### src/rtl/conv_core_kxk_seq.sv
// conv_core_kxk_seq: time-multiplexed KERNEL x KERNEL signed fixed-point
// convolution core. One MAC per cycle over the captured window, then bias,
// round-half-up and saturation. Optional ReLU clamp on the result is enabled
// by defining CONV_RELU_EN.
module conv_core_kxk_seq #(
  parameter int DATA_WIDTH = 16,
  parameter int KERNEL     = 3,
  parameter int FRAC_BITS  = 8
) (
  input  logic                                     clk,
  input  logic                                     rst,
  input  logic                                     Weight_We,
  input  logic [((KERNEL*KERNEL > 1) ? $clog2(KERNEL*KERNEL) : 1)-1:0] Weight_Addr,
  input  logic [DATA_WIDTH-1:0]                    Weight_Data,
  input  logic [DATA_WIDTH-1:0]                    Bias,
  input  logic [KERNEL*KERNEL*DATA_WIDTH-1:0]      Data_In,
  input  logic                                     Valid_In,
  output logic                                     Ready_In,
  output logic [DATA_WIDTH-1:0]                    Data_Out,
  output logic                                     Valid_Out,
  input  logic                                     Ready_Out,
  output logic                                     Busy
);

  localparam int N         = KERNEL * KERNEL;
  localparam int ACC_WIDTH = 2 * DATA_WIDTH + $clog2(N) + 1;
  localparam int AW        = (N > 1) ? $clog2(N) : 1;

  localparam logic signed [ACC_WIDTH-1:0] HALF =
    (FRAC_BITS > 0) ? (ACC_WIDTH'(1) << ((FRAC_BITS > 0) ? FRAC_BITS - 1 : 0)) : '0;
  localparam logic signed [ACC_WIDTH-1:0] SAT_MAX =
    {{(ACC_WIDTH-DATA_WIDTH+1){1'b0}}, {(DATA_WIDTH-1){1'b1}}};
  localparam logic signed [ACC_WIDTH-1:0] SAT_MIN =
    {{(ACC_WIDTH-DATA_WIDTH+1){1'b1}}, {(DATA_WIDTH-1){1'b0}}};

  typedef enum logic [1:0] {IDLE, MAC, ROUND, OUT} state_t;

  state_t                         state_q, state_d;
  logic signed [DATA_WIDTH-1:0]   w_q   [N];
  logic signed [DATA_WIDTH-1:0]   win_q [N];
  logic signed [ACC_WIDTH-1:0]    acc_q;
  logic [AW-1:0]                  idx_q;
  logic [DATA_WIDTH-1:0]          data_q;
  logic                           valid_q;

  logic                           accept;
  logic                           last;
  logic signed [2*DATA_WIDTH-1:0] prod;
  logic signed [ACC_WIDTH-1:0]    rounded;
  logic [DATA_WIDTH-1:0]          result;

  assign Ready_In  = (state_q == IDLE);
  assign Busy      = (state_q != IDLE);
  assign Data_Out  = data_q;
  assign Valid_Out = valid_q;
  assign accept    = Valid_In && Ready_In;
  assign last      = (idx_q == AW'(N - 1));

  // State register
  always_ff @(posedge clk or negedge rst) begin
    if (!rst) state_q <= IDLE;
    else      state_q <= state_d;
  end

  // Next-state decode
  always_comb begin
    state_d = state_q;
    unique case (state_q)
      IDLE:  if (accept) state_d = MAC;
      MAC:   if (last) state_d = ROUND;
      ROUND: state_d = OUT;
      OUT:   if (Ready_Out) state_d = IDLE;
      default: state_d = IDLE;
    endcase
  end

  // MAC product, rounding, saturation and optional ReLU clamp
  always_comb begin
    prod    = win_q[idx_q] * w_q[idx_q];
    rounded = (acc_q + HALF) >>> FRAC_BITS;
    if (rounded > SAT_MAX)      result = SAT_MAX[DATA_WIDTH-1:0];
    else if (rounded < SAT_MIN) result = SAT_MIN[DATA_WIDTH-1:0];
    else                        result = rounded[DATA_WIDTH-1:0];
`ifdef CONV_RELU_EN
    if (result[DATA_WIDTH-1]) result = '0;
`endif
  end

  // Weight file: writes only land in IDLE when no window is taken on that edge
  always_ff @(posedge clk or negedge rst) begin
    if (!rst) begin
      for (int unsigned i = 0; i < N; i++) w_q[i] <= '0;
    end else if (state_q == IDLE && Weight_We && !Valid_In &&
                 ({1'b0, Weight_Addr} < (AW+1)'(N))) begin
      w_q[Weight_Addr] <= Weight_Data;
    end
  end

  // Window capture, accumulation and result register
  always_ff @(posedge clk or negedge rst) begin
    if (!rst) begin
      for (int unsigned i = 0; i < N; i++) win_q[i] <= '0;
      acc_q   <= '0;
      idx_q   <= '0;
      data_q  <= '0;
      valid_q <= 1'b0;
    end else begin
      unique case (state_q)
        IDLE: if (accept) begin
          for (int unsigned i = 0; i < N; i++)
            win_q[i] <= Data_In[i*DATA_WIDTH +: DATA_WIDTH];
          acc_q <= ACC_WIDTH'($signed(Bias)) <<< FRAC_BITS;
          idx_q <= '0;
        end
        MAC: begin
          acc_q <= acc_q + ACC_WIDTH'(prod);
          idx_q <= idx_q + AW'(1);
        end
        ROUND: begin
          data_q  <= result;
          valid_q <= 1'b1;
        end
        OUT: if (Ready_Out) valid_q <= 1'b0;
        default: ;
      endcase
    end
  end

endmodule

### config.mk
export PLATFORM = sky130hd
export DESIGN_NAME = conv_core_kxk_seq
export DESIGN_NICKNAME = d
export VERILOG_FILES = /design/src/rtl/conv_core_kxk_seq.sv
export SDC_FILE = /design/constraint.sdc
export NUM_CORES = 1
export LEC_CHECK = 0
export CAP_MARGIN = 30
export CORE_AREA = 2 2 218 263
export DETAILED_ROUTE_END_ITERATION = 10
export DIE_AREA = 0 0 220 265
export GPL_ROUTABILITY_DRIVEN = 1
export GPL_TIMING_DRIVEN = 0
export PLACE_DENSITY = 0.74
export SYNTH_ARGS = -nofsm -noshare
export SYNTH_HDL_FRONTEND = slang
export SYNTH_SLANG_ARGS = --single-unit
### constraint.sdc
create_clock -name clk -period 8.75 [get_ports clk]
set_input_delay 1.75 -clock clk [delete_from_list [all_inputs] [get_ports clk]]
set_output_delay 1.75 -clock clk [all_outputs]
set_load 0.01 [all_outputs]
==> Word-level counts from Yosys, hierarchy flattened <==
Index checks and enable logic that the tools add are counted.
{ "op_classes": {"n_mux": 21, "n_addsub": 3, "order_cmp": 6, "bitwise_logic": 2, "n_reduce_logical": 14, "n_mul": 1, "n_eq_ne": 7} }
{ "ops": {"columns": ["operator", "count"], "rows": [
  ["$bwmux 144", 1],
  ["$bmux 16 s4", 2],
  ["$mux 16", 7],
  ["$pmux 37 s2", 1],
  ["$demux 16 s4", 1],
  ["$add 37x32->37", 1],
  ["$add 37x9->37 const B", 1],
  ["$mux 37", 1],
  ["$mul 16x16->32", 1],
  ["$gt 29x16->1 const B", 1],
  ["$lt 29x16->1 const B", 1],
  ["$ge 5x5->1 const B", 2],
  ["$not 4->5", 2],
  ["$pmux 2 s4", 1],
  ["$pmux 4 s2", 1],
  ["$mux 2", 3],
  ["$reduce_and 2->1", 3],
  ["$reduce_bool 2->1", 3],
  ["$logic_and 1x1->1", 5],
  ["$lt 5x1->1 const B", 1],
  ["$add 4x1->4 const B", 1],
  ["$eq 2x2->1 const B", 2],
  ["$eq 4x4->1 const B", 1],
  ["$lt 4x4->1 const B", 1],
  ["9 further kinds", 10]
]} }
{ "word_totals": {"elab_cells": 77, "inputBits": 185, "out_inout_bits": 19, "ff_bits": 348} }

==> Longest topological paths before layout <==
{ "logic_depth": {"depth_word": 7, "ltp_mapped": 32, "mapped_depth_nobuf": 29} }

==> Least setup slack after synthesis <==
Ideal clock, no wire load.
{ "synth_path": {"kind": "register to register", "startpoint": "register idx_q[0]", "endpoint": "register acc_q[35]", "path_buffers": 4, "setup_ns": 0.076, "t_arrival_ns": 7.794, "path_stages_with_launch": 31, "synth_period_minus_slack_ns": 7.871, "setup_slack_ns": 0.879, "t_required_ns": 8.674, "cell_sequence": "dfrtp_1 > buf_4 > buf_4 > buf_2 > mux4_2 > mux2i_1 > nor2_1 > a21oi_1 > clkbuf_1 > nor2_1 > fa_1 > inv_1 > fa_1 > fa_1 > inv_1 > fa_1 > fa_1 > inv_1 > fa_1 > inv_1 > ha_1 > a21o_1 > a21oi_1 > o21bai_1 > a2111o_1 > nor2_1 > o21ai_1 > and4_1 > o31ai_1 > mux2_1 > o21ai_1"} }
{ "synth_between": {"elab_chain_cells": 7, "elab_cells_between_ends": 10, "cone_classes": "add/sub: 1; mul: 1; mux: 7; bitwise: 1"} }
{ "synth_lines": {"columns": ["element", "line", "rtl"], "rows": [
  ["start, declared", "42", "logic [AW-1:0] idx_q;"],
  ["start signal, assigned", "117", "idx_q <= idx_q + AW'(1);"],
  ["$not 4->5 (implied by the code) (*)", "79", "prod = win_q[idx_q] * w_q[idx_q];"],
  ["$bmux 16 s4", "79", null],
  ["$mux 16 (implied by the code) (2 in series)", "79", null],
  ["$mul 16x16->32 (*)", "79", null],
  ["$add 37x32->37 (*)", "116", "acc_q <= acc_q + ACC_WIDTH'(prod);"],
  ["$pmux 37 s2 (*)", "108", "unique case (state_q)"],
  ["end signal, assigned", "112", "acc_q <= ACC_WIDTH'($signed(Bias)) <<< FRAC_BITS;"],
  ["end signal, assigned", "116", null],
  ["end, declared", "41", "logic signed [ACC_WIDTH-1:0] acc_q;"]
]} }
Every way passes the cells marked *; elsewhere a longest branch is shown, timed or not. The select of a mux whose other input is x is not followed.
A chain may end at the register's enable or synchronous reset.

==> Final worst setup path <==
Ends and elaborated chain as after synthesis.

==> reports/qor.txt <==
gpl congestion - 0.935
Starting Density - 49.7%
net count after synthesis - 3043
async set-reset flop share out of synthesis - 100%
Via Count - 19133
mux contribution to synthesized area - 18.4%
setup violators final - 0
die height - 265 um
post-route ant nets - 0
CP max FO - 10
final hold vios - 0
RSZ-0062 raised after global routing - true
synthesized flop and latch total - 348
Post-synth top cells - inv_1 (351), dfrtp_1 (348), fa_1 (318)
CP delay by family, top - adder cells
Max Cap Violations - 0
pre-CTS setup slack - -1200 ps
period utilization - 96.5%
vias in the first global route - 21257
Seq/Total Area, Yosys - 31.5%
Mean Syn Cell Area - 11.4 um^2
Layout Area Growth over Synthesis - 17.0%
I/O pin count - 204
1st-iter DRT viols - 1153
CP most frequent cell - fa_1
HP Class - reg2reg
final core utilization - 58.1%
Syn. warnings - 0
most common cell in the netlist - inv_1
CP endpoint kind - flop
die area - 58300 um^2
status - completed
Compound-Gate Fraction of Synth Area - 5.69%
Die W - 220 um
Finished Layout Cells - 3424
Worst Path Arrival - 8920 ps
clock period minus worst slack - 8450 ps
final worst slack - 302 ps
Clock Latency Late Sink - 590 ps
final slew viol count - 0
prevailing post-synth register cell - dfrtp_1
initial antenna violation count - 9
cell accounting for the most synthesized area - dfrtp_1
clock-pin slew on the worst setup and hold paths - 70 ps
Critical Path Source Type - flop
Worst Path Required - 9220 ps
Critical-path top delay cell - fa_1
CTS tree - built
clk_skew - 43.2 ps
final wirelength - 74.9 mm
Achievable Freq - 0.118 GHz
I/O Buffers - 200
Worst slew margin - 33.5%
Synth top area share - 31.5%
slowest stage delay, CP - 560 ps
largest net degree at the start of global routing - 127
buffer depth of the longest clock path - 3
layout cells sized above 1 - 19.7%
Final #Nets - 3290
htree depth - 2
Core ar. - 55600 um^2
TritonCTS buffer count - 37
Synth Area in XOR/XNOR - 1.94%
clock root cell - clkbuf_16
# clock sinks - 348
Vias/cell - 5.59
aggregate global routing overflow - 0
cell area after synthesis - 27600 um^2
worst slew pin tran - 994 ps
routed len/inst - 21.9 um
Post-Synth Simple-Gate Area - 7.86%
main combinational cell family by area after synthesis - adder cells
placed cell count - 3358
Pre-Repair DR Iteration Count - 5
Core Rows - 95
Fillers - 4643
Area contributors post-synth - dfrtp_1 (32%), fa_1 (23%), mux2_2 (11%)
Cells after Synth - 2424
Residual DRC - 0
Post-DP HPWL - 59.7 mm
adder-cell area share of the yosys netlist - 28.3%
Global Route Usage Sum - 26.4%
first-pass GRT wire length - 118 mm
Post-synth EDFFs - 0
Synth cell types - 69
Bufs and invs on worst path - 7
WS Path Type - reg2reg
Hold WS - 484 ps
==> final timing paths <==
| check | from | to | slack, ps | cells past startpoint |
|---|---|---|---|---|
| max | idx_q[0] | acc_q[35] | 300 | 29 |
| min | w_q[102] | w_q[102] | 480 | 1 |
| max reg2reg | idx_q[0] | acc_q[35] | 300 | 29 |
| min reg2reg | w_q[102] | w_q[102] | 480 | 1 |
| max in group asynchronous | rst | win_q[24] | 6320 | 3 |
| min in group asynchronous | rst | w_q[46] | 1060 | 1 |
==> cell type report <==
class                      instances  area (um^2)  area share (%)
clock inverter                    13          196           0.607
sequential                       348         8710            26.9
antenna                            1         2.50         0.00774
multi-input combinational       1622        17400            53.9
timing repair buffer             214         2200            6.80
buffer                            94          515            1.59
inverter                         354         1330            4.11
tap                              727          910            2.81
clock buffer                      51         1060            3.28
==> placed cells by master, fill, tap and decap left out, drive strengths merged, types with 7 or more instances in the layout <==
master | Yosys | final
a21o | 19 | 19
a21oi | 86 | 86
a22o | 7 | 7
a22oi | 8 | 8
a31oi | 10 | 10
and2 | 7 | 7
buf | 28 | 42
clkbuf | 72 | 118
clkdlybuf4s50 | 0 | 199
clkinv | 0 | 8
dfrtp | 348 | 348
fa | 318 | 318
ha | 116 | 116
inv | 354 | 355
mux2 | 293 | 293
mux2i | 38 | 38
mux4 | 62 | 62
nand2 | 157 | 157
nand2b | 20 | 20
nand3 | 19 | 19
nand4 | 15 | 15
nor2 | 196 | 196
nor2b | 16 | 16
nor3 | 12 | 12
o21a | 18 | 18
o21ai | 72 | 72
o22ai | 11 | 11
or2 | 10 | 10
xnor2 | 40 | 40
xor2 | 19 | 19
==> flip-flops by register name, summed over array words and instances, names as in the netlist <==
| name | flops |
|---|---|
| win_q | 144 |
| w_q | 144 |
| acc_q | 37 |
| Valid_Out | 1 |
| Data_Out | 16 |
| idx_q | 4 |
| state_q | 2 |
==> stage by stage <==
| step | instance area (um^2) | TNS, ps |
|---|---|---|
| floorplan | 27600 | 0 |
| global placement | 30500 | -2936360 |
| detailed placement | 30700 | -12620 |
| CTS | 32200 | 0 |
| global route | 32300 | -48.8 |
| finish | 32300 | 0 |
==> layer usage <==
metal | wire (um) | up-vias | global-route usage [%]
li1 | - | 8486 | -
met1 | 29700 | 9813 | 32.7
met2 | 37800 | 641 | 46.1
met3 | 4230 | 179 | 4.49
met4 | 3040 | 14 | 10.1
met5 | 92 | - | 0
==> cells by family after synthesis <==
logic type      Yosys count
compound gates          258
buf+inv                 454
xor+xnor                 59
flops                   348
fa+ha+maj               434
mux                     393
simple gates            478
==> repair_timing <==
action | CTS | global route
pin swaps | 0 | 2
gates resized for setup | 77 | 47
setup endpoints to repair | 22 | 9
hold buffers | 0 | 0
buffers inserted | 2 | 4
hold endpoints to repair | 0 | 0
Power is left out: the tool's default activity adds up to more than one toggle a clock period on the data nets, which glitch-free logic cannot reach.
